### config.mk
export PLATFORM = sky130hd
export DESIGN_NAME = pipe_hazard_ctrl
export DESIGN_NICKNAME = d
export VERILOG_FILES = /design/src/rtl/pipe_hazard_ctrl_pkg.sv /design/src/rtl/pipe_hazard_ctrl_md_occupancy.sv /design/src/rtl/pipe_hazard_ctrl.sv
export SDC_FILE = /design/constraint.sdc
export NUM_CORES = 1
export LEC_CHECK = 0
export CAP_MARGIN = 10
export CORE_UTILIZATION = 34
export DETAILED_ROUTE_END_ITERATION = 8
export PLACE_DENSITY_LB_ADDON = 0.05
export SYNTH_ARGS = -nofsm -noshare
export SYNTH_HDL_FRONTEND = slang
export SYNTH_SLANG_ARGS = --single-unit
### constraint.sdc
create_clock -name clk -period 1.4 [get_ports clk]
set_input_delay 0.21 -clock clk [delete_from_list [all_inputs] [get_ports clk]]
set_output_delay 0.21 -clock clk [all_outputs]
set_load 0.02 [all_outputs]
### src/rtl/pipe_hazard_ctrl_pkg.sv
`default_nettype none
// ============================================================================
// Module   : pipe_hazard_ctrl_pkg
// Brief    : Shared encodings, default latencies and helpers for the hazard
//            controller of the 5-stage pipeline.
// Revision : 1.0
// ============================================================================
package pipe_hazard_ctrl_pkg;

    typedef enum logic [0:0] {
        IDLE    = 1'b0,
        MD_BUSY = 1'b1
    } md_state_e;

    localparam int c_MUL_LAT_DFLT = 3;
    localparam int c_DIV_LAT_DFLT = 33;
    localparam int c_CNT_W_DFLT   = 6;

    // A source register collides with a pending load only if it is actually read.
    function automatic logic f_src_hit(
        input logic       i_use,
        input logic [4:0] i_src,
        input logic [4:0] i_dst
    );
        return i_use && (i_src == i_dst);
    endfunction

endpackage
`default_nettype wire

### src/rtl/pipe_hazard_ctrl_md_occupancy.sv
`default_nettype none
// ============================================================================
// Module   : pipe_hazard_ctrl_md_occupancy
// Brief    : Tracks how long the HI/LO mul/div unit stays occupied.
// Revision : 1.0
// ============================================================================
module pipe_hazard_ctrl_md_occupancy
    import pipe_hazard_ctrl_pkg::*;
#(
    parameter int MUL_LAT = c_MUL_LAT_DFLT,
    parameter int DIV_LAT = c_DIV_LAT_DFLT,
    parameter int CNT_W   = c_CNT_W_DFLT
) (
    input  logic clk,
    input  logic rst,
    input  logic i_start,
    input  logic i_div,
    input  logic i_exc,
    input  logic i_dm_wait,
    output logic o_busy
);

    localparam logic [CNT_W-1:0] c_MUL_LOAD = CNT_W'(MUL_LAT - 1);
    localparam logic [CNT_W-1:0] c_DIV_LOAD = CNT_W'(DIV_LAT - 1);

    md_state_e        r_state;
    md_state_e        w_state_nxt;
    logic [CNT_W-1:0] r_cnt;
    logic [CNT_W-1:0] w_cnt_nxt;
    logic [CNT_W-1:0] w_load;

    assign w_load = i_div ? c_DIV_LOAD : c_MUL_LOAD;

    always_ff @(posedge clk) begin
        if (!rst) begin
            r_state <= IDLE;
            r_cnt   <= '0;
        end else begin
            r_state <= w_state_nxt;
            r_cnt   <= w_cnt_nxt;
        end
    end

    // An exception aborts the op; a data-memory wait freezes occupancy with the pipe.
    always_comb begin
        w_state_nxt = r_state;
        w_cnt_nxt   = r_cnt;
        if (i_exc) begin
            w_state_nxt = IDLE;
            w_cnt_nxt   = '0;
        end else if (!i_dm_wait) begin
            case (r_state)
                IDLE: begin
                    if (i_start) begin
                        w_cnt_nxt = w_load;
                        if (w_load != '0) begin
                            w_state_nxt = MD_BUSY;
                        end
                    end
                end
                MD_BUSY: begin
                    if (r_cnt == '0) begin
                        w_state_nxt = IDLE;
                    end else begin
                        w_cnt_nxt = r_cnt - 1'b1;
                    end
                end
                default: begin
                    w_state_nxt = IDLE;
                    w_cnt_nxt   = '0;
                end
            endcase
        end
    end

    assign o_busy = (r_state == MD_BUSY);

endmodule
`default_nettype wire

### src/rtl/pipe_hazard_ctrl.sv
`default_nettype none
// ============================================================================
// Module   : pipe_hazard_ctrl
// Brief    : Per-stage write-enable/flush sequencer for the 5-stage pipeline.
// Revision : 1.0
// ============================================================================
module pipe_hazard_ctrl
    import pipe_hazard_ctrl_pkg::*;
#(
    parameter int MUL_LAT = c_MUL_LAT_DFLT,
    parameter int DIV_LAT = c_DIV_LAT_DFLT,
    parameter int CNT_W   = c_CNT_W_DFLT
) (
    input  logic       clk,
    input  logic       rst,
    input  logic [4:0] i_id_rs,
    input  logic [4:0] i_id_rt,
    input  logic       i_id_rs_use,
    input  logic       i_id_rt_use,
    input  logic       i_id_hilo_use,
    input  logic [4:0] i_ex_rd,
    input  logic       i_ex_dmrd,
    input  logic       i_ex_md_start,
    input  logic       i_ex_md_div,
    input  logic       i_if_wait,
    input  logic       i_dm_wait,
    input  logic       i_mem_exc,
    input  logic       i_mem_eret,
    output logic       o_pc_wr,
    output logic       o_if_id_wr,
    output logic       o_id_ex_wr,
    output logic       o_ex_mem_wr,
    output logic       o_mem_wb_wr,
    output logic       o_if_flush,
    output logic       o_id_flush,
    output logic       o_ex_flush,
    output logic       o_mem_flush,
    output logic       o_exc_redirect,
    output logic       o_md_busy
);

    logic w_exc;
    logic w_md_busy;
    logic w_load_use;

    assign w_exc      = (i_mem_exc | i_mem_eret) & ~i_dm_wait;
    assign w_load_use = i_ex_dmrd && (i_ex_rd != 5'd0) &&
                        (f_src_hit(i_id_rs_use, i_id_rs, i_ex_rd) ||
                         f_src_hit(i_id_rt_use, i_id_rt, i_ex_rd));

    pipe_hazard_ctrl_md_occupancy #(
        .MUL_LAT (MUL_LAT),
        .DIV_LAT (DIV_LAT),
        .CNT_W   (CNT_W)
    ) u_md_occupancy (
        .clk       (clk),
        .rst       (rst),
        .i_start   (i_ex_md_start),
        .i_div     (i_ex_md_div),
        .i_exc     (w_exc),
        .i_dm_wait (i_dm_wait),
        .o_busy    (w_md_busy)
    );

    // State may still read MD_BUSY during the first reset cycle, so gate it.
    assign o_md_busy = rst & w_md_busy;

    always_comb begin
        o_pc_wr        = 1'b0;
        o_if_id_wr     = 1'b0;
        o_id_ex_wr     = 1'b0;
        o_ex_mem_wr    = 1'b0;
        o_mem_wb_wr    = 1'b0;
        o_if_flush     = 1'b0;
        o_id_flush     = 1'b0;
        o_ex_flush     = 1'b0;
        o_mem_flush    = 1'b0;
        o_exc_redirect = 1'b0;
        if (!rst || i_dm_wait) begin
            // whole pipe held (or reset): everything stays low
        end else if (w_exc) begin
            {o_pc_wr, o_if_id_wr, o_id_ex_wr, o_ex_mem_wr, o_mem_wb_wr} = '1;
            {o_if_flush, o_id_flush, o_ex_flush, o_mem_flush}           = '1;
            o_exc_redirect = 1'b1;
        end else if ((w_md_busy && i_id_hilo_use) || w_load_use) begin
            {o_id_ex_wr, o_ex_mem_wr, o_mem_wb_wr} = '1;
            o_id_flush = 1'b1;
        end else if (i_if_wait) begin
            {o_if_id_wr, o_id_ex_wr, o_ex_mem_wr, o_mem_wb_wr} = '1;
            o_if_flush = 1'b1;
        end else begin
            {o_pc_wr, o_if_id_wr, o_id_ex_wr, o_ex_mem_wr, o_mem_wb_wr} = '1;
        end
    end

endmodule
`default_nettype wire

==> results of run 1 <==
[flip-flops by register name, summed over array words and instances, names as in the netlist]
register / count
u_md_occupancy.o_busy: 1
u_md_occupancy.r_cnt: 6
[cells by family after synthesis]
logic type,count (synthesis)
adder cells (fa/ha/maj),2
XOR/XNOR,13
buffers and inverters,10
AO/OA/AOI/OAI,23
AND/OR/NAND/NOR,32
flip-flops,7
[critical path, stage by stage]
cell	delay [ns]
buf_6	0.09
or4_4	0.54
o21ai_4	0.19
nor2_1	0.08
a21o_1	0.18
buf_6	0.13
[path summary, 6_finish.rpt]
kind                           start                      end  slack, ns  cells after the start
min reg2reg  u_md_occupancy.r_cnt[5]  u_md_occupancy.r_cnt[5]       0.56                      2
max                       i_ex_rd[2]               o_id_flush      -0.23                      6
min                        i_dm_wait    u_md_occupancy.o_busy       0.52                      4
max reg2reg  u_md_occupancy.r_cnt[1]  u_md_occupancy.r_cnt[2]      -0.04                      7
[placed cells by master (no fill, tap or decap), types with 2 or more instances in the layout]
master / count
nand2_1: 6
nand3b_1: 2
buf_2: 9
buf_6: 11
clkdlybuf4s50_1: 7
nand4_1: 2
xor2_1: 3
o211ai_1: 2
inv_2: 3
nor2_4: 2
buf_4: 29
a21oi_1: 2
o21ai_4: 2
nor2_1: 6
dfxtp_2: 3
inv_1: 2
dfxtp_1: 4
o21ai_2: 2
a21oi_2: 4
nor3_1: 3
xnor2_1: 10
dlygate4sd2_1: 14
clkbuf_4: 3
nand3_1: 2
[through the flow]
stage          setup slack (ns)  instance area [um2]  utilization (%)  total power, W  hold WS, ns
5_1_grt                  -0.244                 1420             78.8        0.000850        0.520
3_3_place_gp             -0.983                 1320             73.0        0.000586        0.541
2_1_floorplan           -0.0242                  718                -        0.000392        0.357
4_1_cts                  -0.217                 1370             76.0        0.000785        0.501
6_report                 -0.227                 1420             78.8        0.000803        0.517
3_5_place_dp              -1.02                 1320             73.0        0.000594        0.553
[layer usage]
layer | routed length (um) | part of all wire (%) | track usage (%)
met4 | 40 | 1.6 | 5.14
met5 | 0 | 0 | 0
met3 | 142 | 5.5 | 6.54
met2 | 1380 | 54 | 44.2
met1 | 1000 | 39 | 23.8
[final cells by class]
class                      instances  area [um2]
sequential                         7         144
clock buffer                       3        22.5
fill                             142         383
clock inverter                     1        5.00
multi-input combinational         70         606
tap                               25        31.3
inverter                           5        18.8
timing repair buffer              71         592
[power by group]
part	switching, W	total, W	internal, W
Combinational	0.000186	0.000406	0.000220
Clock	0.0000785	0.000183	0.000104
Sequential	0.00000559	0.000215	0.000209
Total	0.000270	0.000803	0.000533
[repair_timing]
| item | in CTS | in global routing |
|---|---|---|
| pin swaps | 25 | 15 |
| endpoints found under the setup margin | 15 | 11 |
| setup buffers | 1 | 2 |
| gates resized for setup | 98 | 14 |
==> PnR_summary.wiki, run 1 <==
{| class="wikitable"
! Metric !! Value
|-
| Outcome || finished, violations left
|-
| Violations in the final reports || setup timing
|-
| Clock-pin slew on the worst setup and hold paths || 0.05 ns
|-
| Post-synthesis instance total || 87
|-
| Count of synthesis-stage warnings from yosys || 0
|-
| Mapped Avg Cell Area || 7.90 um2
|-
| Final Routed Wirelength || 2560 um
|-
| Basic-gate share of the synthesized area counting and, or, nand and nor cells || 25.7%
|-
| Die Height || approximately 47 um
|-
| Floorplan die area || 2200 um2
|-
| Top flip-flop cell by instance count after synthesis || dfxtp_1
|-
| Number of global-route vias before repair || about 900
|-
| Number of distinct library cells after synthesis || 35
|-
| Worst-Margin Slew || 0.403 ns
|-
| Antenna-violating nets left || 0
|-
| Cell types occupying the most area after synthesis || dfxtp_1, xnor2_1, buf_4
|-
| Number of slew-limit violations in the final report || 0
|-
| Worst-skew pair later-pin latency || between 0.2 and 0.3 ns
|-
| Global route total overflow || 0
|-
| Cell row count || 15
|-
| Proportion of synthesized area in mux cells || 0%
|-
| Final worst path period share || 116%
|-
| Post-synth EDFFs || 0
|-
| Via density || 5.05
|-
| Sort of element at the start of the critical path || input pin
|-
| Cts-stage hold buffer count || 0
|-
| Compound-gate portion of the synthesized area || 25.5%
|-
| Number of non-filler instances in the completed layout || 182
|-
| Fraction of final layout cells sized beyond drive strength 1 || 52.2%
|-
| Placeable core region || 1800 um2
|-
| Min Tclk post-route || 1.63 ns
|-
| Maximum buffer depth of the clock tree || 2
|-
| XOR/XNOR Fraction of Synth Area || 16.6%
|-
| Setup TNS || -0.892 ns
|-
| Highest clock frequency the design can meet || between 600 and 700 MHz
|-
| Count of buffers inserted at the top-level ports || 37
|-
| Highest net fanout along the worst path || 4
|-
| Post-Route Skew || 0.00266 ns
|-
| RSZ-0062 raised after global routing || yes
|-
| DRC errors left || 0
|-
| Area share of fa/ha/maj cells after synthesis || 3.64%
|-
| CTS tree || yes
|-
| Final-report setup violation count || 8
|-
| Leading area contributor after synthesis || dfxtp_1
|-
| Pin count of the biggest net entering global routing || 10
|-
| Post-synth top cells || xnor2_1, nor2_1, dfxtp_1, nand2_1, a21oi_1
|-
| Worst-case vdd ir drop || 0.607 mV
|-
| Detail-routed net length per standard cell || 14.1 um
|-
| Post-synthesis sequential area ratio || 20.4%
|-
| Top cell type's share of synthesized area || 20.4%
|-
| Async S/R FF share, synth || 0%
|-
| TritonCTS Buffers || 3
|-
| Initial Utilization || 38.1%
|-
| First-pass iteration count of the detailed router || 4
|-
| Category of the most critical setup path || in2out
|-
| H-Tree Level Count || 1
|-
| Post-Synthesis Cell Area || 687 um2
|-
| Critical path data required time || around 1.2 ns
|-
| Num Clock Sinks || 7
|-
| Most common cell in the synthesized netlist || xnor2_1
|-
| Hold Path Class || in2reg
|-
| Number of diodes || 0
|-
| Horiz. Die Dim || 46.9 um
|-
| Number of max-cap violations || 0
|-
| Synthesized netlist net count || 116
|-
| Power per cell area || 566 nW/um2
|-
| Arrival time of data at the critical path endpoint || 1.42 ns
|-
| CTS root buffer || clkbuf_4
|-
| Number of violations reported at the end of detailed-routing iteration 0 || 18
|-
| Number of hold violations in the final report || 0
|-
| Synthesized flop and latch total || 7
|-
| Overall track demand over capacity in global routing || 22.7%
|-
| Critical path capture point type || output pin
|-
| Detailed-route via count || 920
|-
| Num ports || 38
|-
| Final-stage net count || approximately 190
|-
| Crit path setup slack, layout || -0.227 ns
|-
| First-pass GRT wire length || 3490 um
|-
| Leak || around 0.62 nW
|-
| Dominant combinational cell family by area after synthesis || simple AND/OR/NAND/NOR gates
|-
| Instance count after placement with tap cells included || around 180
|-
| Antenna violations before repair || 0
|-
| Max-slew headroom || around three quarters
|-
| HPWL after detailed placement || 1760 um
|-
| Relative area change from synthesis to final layout || 107%
|-
| Final Wtd Congestion || between 0.8 and 0.9
|}
Note: power is estimated with default switching activity, not from simulation.
==> run 2: changes to the inputs <==
- CORE_UTILIZATION: 34 -> 45
- DONT_BUFFER_PORTS: not set -> 1
==> PnR_summary.wiki, run 2 (same netlist as run 1, synthesis figures left out) <==
{| class="wikitable"
! Metric !! Value
|-
| Count of buffers inserted at the top-level ports || 0
|-
| Number of cells traversed by the worst register-to-register path || 8
|-
| Clock-pin slew on the worst setup and hold paths || around 0.05 ns
|-
| Relative area change from synthesis to final layout || 31.0%
|-
| Horiz. Die Dim || 41.1 um
|-
| Critical path capture point type || output pin
|-
| Final-report setup violation count || 5
|-
| Cell count along the critical path || 4
|-
| Met3 track demand over resource in global routing || 9.24%
|-
| Number of non-filler instances in the completed layout || ~120
|-
| Final Wtd Congestion || 0.815
|-
| Most common cell after layout, fill and taps aside || buf_4
|-
| Buffers and inverters on the worst path || 0
|-
| Antenna-violating nets left || 0
|-
| Global route hottest layer || met2
|-
| Worst-case vdd ir drop || between 0.4 and 0.5 mV
|-
| CTS tree || yes
|-
| Placeable core region || roughly 1400 um2
|-
| DRC errors left || 0
|-
| Hold Path Class || in2reg
|-
| Worst-Margin Slew || 0.337 ns
|-
| Area taken by multi-input logic gates || 564 um2
|-
| Post-Route Skew || 0.000389 ns
|-
| First-pass GRT wire length || 2260 um
|-
| Highest clock frequency the design can meet || just under 700 MHz
|-
| Num ports || 38
|-
| Switching part of the total || around a third
|-
| Start point of the critical path || i_ex_rd[1]
|-
| Sequential cell area in the final layout || roughly 140 um2
|-
| Register containing the most flip-flops in the final layout || u_md_occupancy.r_cnt
|-
| Sequential cell fraction of total power || 34.4%
|-
| Global routing usage on met2 || 34.8%
|-
| Number of global-route vias before repair || 587
|-
| Number of violations reported at the end of detailed-routing iteration 0 || 9
|-
| Via density || 5.74
|-
| Max-slew headroom || between 70% and 80%
|-
| Detail-routed net length per standard cell || 13.8 um
|-
| Flop-to-flop setup slack || 0 ns
|-
| Power per cell area || around 700 nW/um2
|-
| Largest register FFs || 6
|-
| Leak || 0.329 nW
|-
| Comb pwr share || 36.7%
|-
| Final Routed Wirelength || 1620 um
|-
| CTS root buffer || clkbuf_4
|-
| Critical path data required time || 1.19 ns
|-
| Filler cells || 121
|-
| Initial Utilization || between 50% and 60%
|-
| Met1 Usage GRT || 23.3%
|-
| Highest net fanout along the worst path || 4
|-
| Crit path cell chain || or4_4 -> o21ai_4 -> nor3_2 -> a21oi_2
|-
| Reg-to-reg critical path startpoint || u_md_occupancy.r_cnt[1]
|-
| HPWL after detailed placement || approximately 1300 um
|-
| Global route total overflow || 0
|-
| Cell area after layout || 900 um2
|-
| Min Tclk post-route || 1.47 ns
|-
| Final worst path period share || 105%
|-
| Relative contribution of the clock network to total power || between 20% and 30%
|-
| Instance count after placement with tap cells included || 111
|-
| TritonCTS Buffers || 3
|-
| Arrival time of data at the critical path endpoint || 1.26 ns
|-
| Die Height || 41.1 um
|-
| Pin count of the biggest net entering global routing || 7
|-
| Worst-skew pair later-pin latency || 0.25 ns
|-
| Endpoint of the lowest-slack register-to-register path || u_md_occupancy.r_cnt[0]
|-
| H-Tree Level Count || 1
|-
| First-pass iteration count of the detailed router || 3
|-
| Cts-stage hold buffer count || 0
|-
| Number of max-cap violations || 0
|-
| Number of slew-limit violations in the final report || 0
|-
| RSZ-0062 raised after global routing || yes
|-
| Worst setup path endpoint || o_if_id_wr
|-
| Sort of element at the start of the critical path || input pin
|-
| Leading cell types in the layout, fill and taps excluded || buf_4, xnor2_1, nor2_1
|-
| Cell Area, Placed || 805 um2
|-
| Final-stage net count || between 100 and 150
|-
| Cell row count || 13
|-
| Antenna violations before repair || 0
|-
| Category of the most critical setup path || in2out
|-
| Floorplan die area || 1690 um2
|-
| P_sw || roughly 0.00020 W
|-
| Number of hold violations in the final report || 0
|-
| Outcome || finished, violations left
|-
| Worst path slowest cell || or4_4
|-
| Violations in the final reports || setup timing
|-
| Number of diodes || 0
|-
| Crit path largest cell delay || roughly 0.54 ns
|-
| Design internal power || 0.000427 W
|-
| Crit path setup slack, layout || -0.0745 ns
|-
| Kind of cell adding the most delay to the critical path || simple AND/OR/NAND/NOR gates
|-
| Fraction of final layout cells sized beyond drive strength 1 || ~43%
|-
| Maximum buffer depth of the clock tree || 2
|-
| Overall track demand over capacity in global routing || 20.7%
|-
| Detailed-route via count || approximately 670
|-
| Num Clock Sinks || 7
|}
-- run 2: cell count changes in the layout (fill, tap and decap cells not counted), sizes merged --
cell           previous run  this run
clkbuf                    3         4
dlygate4sd2              14         0
clkdlybuf4s50             7         0
buf                      49        16
dlymetal6s2s              1         0
clkinv                    1         0
-- run 2: worst min-delay path by stage --
stage / from / end / slack [ns] / cells after the start
floorplan: i_dm_wait / u_md_occupancy.o_busy / 0.36 / 2
global placement: i_dm_wait / u_md_occupancy.o_busy / 0.36 / 2
detailed placement: i_dm_wait / u_md_occupancy.o_busy / 0.37 / 2
global route: i_dm_wait / u_md_occupancy.o_busy / 0.09 / 2
CTS: i_dm_wait / u_md_occupancy.o_busy / 0.09 / 2
finish: i_dm_wait / u_md_occupancy.o_busy / 0.1 / 2
-- run 2: per-layer routing --
metal,vias to the layer above,part of all wire [%]
met1,306,44
met3,3,6.4
li1,338,-
met4,0,1.1
met5,-,0
met2,25,48
-- run 2: through the flow --
stage	total power (W)	setup TNS (ns)	utilization (%)	setup slack [ns]	hold WS [ns]
after floorplan	0.000392	-0.0242	-	-0.0242	0.357
after global placement	0.000428	-0.0973	58.9	-0.0607	0.365
after detailed placement	0.000431	-0.173	58.9	-0.0908	0.370
after CTS	0.000621	-0.223	61.8	-0.0757	0.0922
after global routing	0.000673	-0.671	65.8	-0.109	0.0900
final	0.000629	-0.211	65.8	-0.0745	0.0966
-- run 2: layout make-up --
cell class                      instances  area share, %
Clock buffer                            4           2.92
Tap cell                               15           2.09
Timing Repair Buffer                   16           14.2
Sequential cell                         7           16.0
Inverter                                5           2.09
Multi-Input combinational cell         70           62.7
-- run 2: power groups by stage --
stage	Clock, W	Sequential [W]	Combinational [W]
after floorplan	0	0.000219	0.000173
after global placement	0	0.000218	0.000210
after detailed placement	0	0.000219	0.000212
after CTS	0.000192	0.000215	0.000214
after global routing	0.000204	0.000217	0.000251
final	0.000182	0.000216	0.000231
-- run 2: what timing repair did --
item / CTS / global route
setup buffers: 0 / 2
setup endpoints to repair: 4 / 9
gates resized for setup: 4 / 12
pin swaps: 2 / 7
==> run 3: changes to the inputs <==
- HOLD_SLACK_MARGIN: not set -> 0.08
- MAX_ROUTING_LAYER: not set -> met4
==> PnR_summary.wiki, run 3 (same netlist as run 1, synthesis figures left out) <==
{| class="wikitable"
! Metric !! Value
|-
| Post-Route Skew || 0.000389 ns
|-
| Arrival time of data at the critical path endpoint || between 1 and 1.5 ns
|-
| Cell Area, Placed || around 800 um2
|-
| RSZ-0062 raised after global routing || yes
|-
| Filler cells || between 100 and 150
|-
| Number of slew-limit violations in the final report || 0
|-
| Initial Utilization || approximately half
|-
| Instance count after placement with tap cells included || 111
|-
| Sort of element at the start of the critical path || input pin
|-
| HPWL after detailed placement || 1320 um
|-
| Kind of cell adding the most delay to the critical path || simple AND/OR/NAND/NOR gates
|-
| Critical path capture point type || output pin
|-
| Antenna-violating nets left || 0
|-
| Highest clock frequency the design can meet || 681 MHz
|-
| Crit path cell chain || or4_4 -> o21ai_4 -> nor3_2 -> a21oi_2
|-
| Cell row count || 13
|-
| Clock-pin slew on the worst setup and hold paths || 0.05 ns
|-
| First-pass GRT wire length || 2260 um
|-
| Worst-case vdd ir drop || 0.405 mV
|-
| Die Height || about 41 um
|-
| Crit path setup slack, layout || -0.0676 ns
|-
| Detailed-route via count || 671
|-
| Final-report setup violation count || 5
|-
| Leak || roughly 0.33 nW
|-
| Largest register FFs || 6
|-
| Final-stage net count || 132
|-
| Num ports || 38
|-
| Violations in the final reports || setup timing
|-
| Maximum buffer depth of the clock tree || 2
|-
| Buffers and inverters on the worst path || 0
|-
| Worst-skew pair later-pin latency || 0.25 ns
|-
| Number of max-cap violations || 0
|-
| Global route total overflow || 0
|-
| Power per cell area || 699 nW/um2
|-
| Placeable core region || 1370 um2
|-
| Final Wtd Congestion || between 0.8 and 0.9
|-
| CTS tree || yes
|-
| Final worst path period share || 105%
|-
| Cell area after layout || 900 um2
|-
| Worst path slowest cell || or4_4
|-
| Num Clock Sinks || 7
|-
| Count of buffers inserted at the top-level ports || 0
|-
| Register containing the most flip-flops in the final layout || u_md_occupancy.r_cnt
|-
| TritonCTS Buffers || 3
|-
| Max-slew headroom || between 70% and 80%
|-
| Detail-routed net length per standard cell || 13.8 um
|-
| Overall track demand over capacity in global routing || 21.3%
|-
| Most common cell after layout, fill and taps aside || buf_4
|-
| Crit path largest cell delay || 0.54 ns
|-
| Critical path data required time || 1.19 ns
|-
| Setup TNS || -0.200 ns
|-
| Number of global-route vias before repair || around 590
|-
| Outcome || finished, violations left
|-
| First-pass iteration count of the detailed router || 2
|-
| Area taken by multi-input logic gates || 564 um2
|-
| DRC errors left || 0
|-
| Floorplan die area || 1690 um2
|-
| Min Tclk post-route || 1.47 ns
|-
| Hold Path Class || in2reg
|-
| CTS root buffer || clkbuf_4
|-
| Final core utilization || 65.8%
|-
| Horiz. Die Dim || a little over 40 um
|-
| Sequential cell area in the final layout || approximately 140 um2
|-
| Final Routed Wirelength || 1610 um
|-
| Relative area change from synthesis to final layout || 31.0%
|-
| H-Tree Level Count || 1
|-
| Category of the most critical setup path || in2out
|-
| Number of hold violations in the final report || 0
|-
| Highest net fanout along the worst path || 4
|-
| Number of violations reported at the end of detailed-routing iteration 0 || 8
|-
| Fraction of final layout cells sized beyond drive strength 1 || 43.1%
|-
| Antenna violations before repair || 0
|-
| Number of non-filler instances in the completed layout || ~120
|-
| Via density || approximately 5.7
|-
| Worst-Margin Slew || 0.337 ns
|-
| Number of diodes || 0
|-
| Leading cell types in the layout, fill and taps excluded || buf_4, xnor2_1, nor2_1
|-
| Pin count of the biggest net entering global routing || 7
|}
[run 3: cell counts in the layout (fill, tap and decap cells not counted)]
No cell type changed its count.
[run 3: worst paths after layout]
kind	start	to	slack, ns	depth (start not counted)
worst min register to register	u_md_occupancy.r_cnt[5]	u_md_occupancy.r_cnt[5]	0.57	2
worst min-delay path	i_dm_wait	u_md_occupancy.o_busy	0.1	2
worst max-delay path	i_ex_rd[1]	o_if_id_wr	-0.07	4
worst max register to register	u_md_occupancy.r_cnt[1]	u_md_occupancy.r_cnt[0]	0	8
[run 3: repair_timing]
action,in CTS,in global routing
pin swaps,2,7
gates cloned,0,0
setup endpoints to repair,4,9
buffers inserted,0,2
resized for setup,4,12
hold buffers,0,0
[run 3: per-stage QoR]
step	hold WS [ns]	setup slack (ns)	power [W]
detailed placement	0.370	-0.0908	0.000431
finish	0.0966	-0.0676	0.000628
CTS	0.0922	-0.0757	0.000621
global route	0.0900	-0.109	0.000673
global placement	0.365	-0.0607	0.000428
floorplan	0.357	-0.0242	0.000392
[run 3: final cells by class]
cell class	instances	area share [%]
Clock buffer	4	2.92
Multi-Input combinational cell	70	62.7
Timing Repair Buffer	16	14.2
Inverter	5	2.09
Tap cell	15	2.09
Sequential cell	7	16.0
[run 3: layer usage]
layer  track usage [%]  wire length, um  vias to the layer above
met1              23.3              694                      304
met3              9.24              108                        3
met4              5.83               17                        0
li1                  -                -                      337
met2              34.8              794                       27
met5                 -                0                        -
[run 3: worst register-to-register path, cell delays in order, from the launching register on]
cell      delay, ns
dfxtp_2        0.32
inv_2          0.07
ha_4           0.12
nand3b_1       0.11
buf_4          0.16
o21ai_4        0.25
buf_6          0.14
nand2_2        0.04
a21oi_2        0.11
[run 3: power breakdown]
group | internal [W] | switching [W] | total [W]
Combinational | 0.000109 | 0.000121 | 0.000230
Clock | 0.000109 | 0.0000733 | 0.000182
Sequential | 0.000209 | 0.00000676 | 0.000216
Total | 0.000427 | 0.000201 | 0.000628
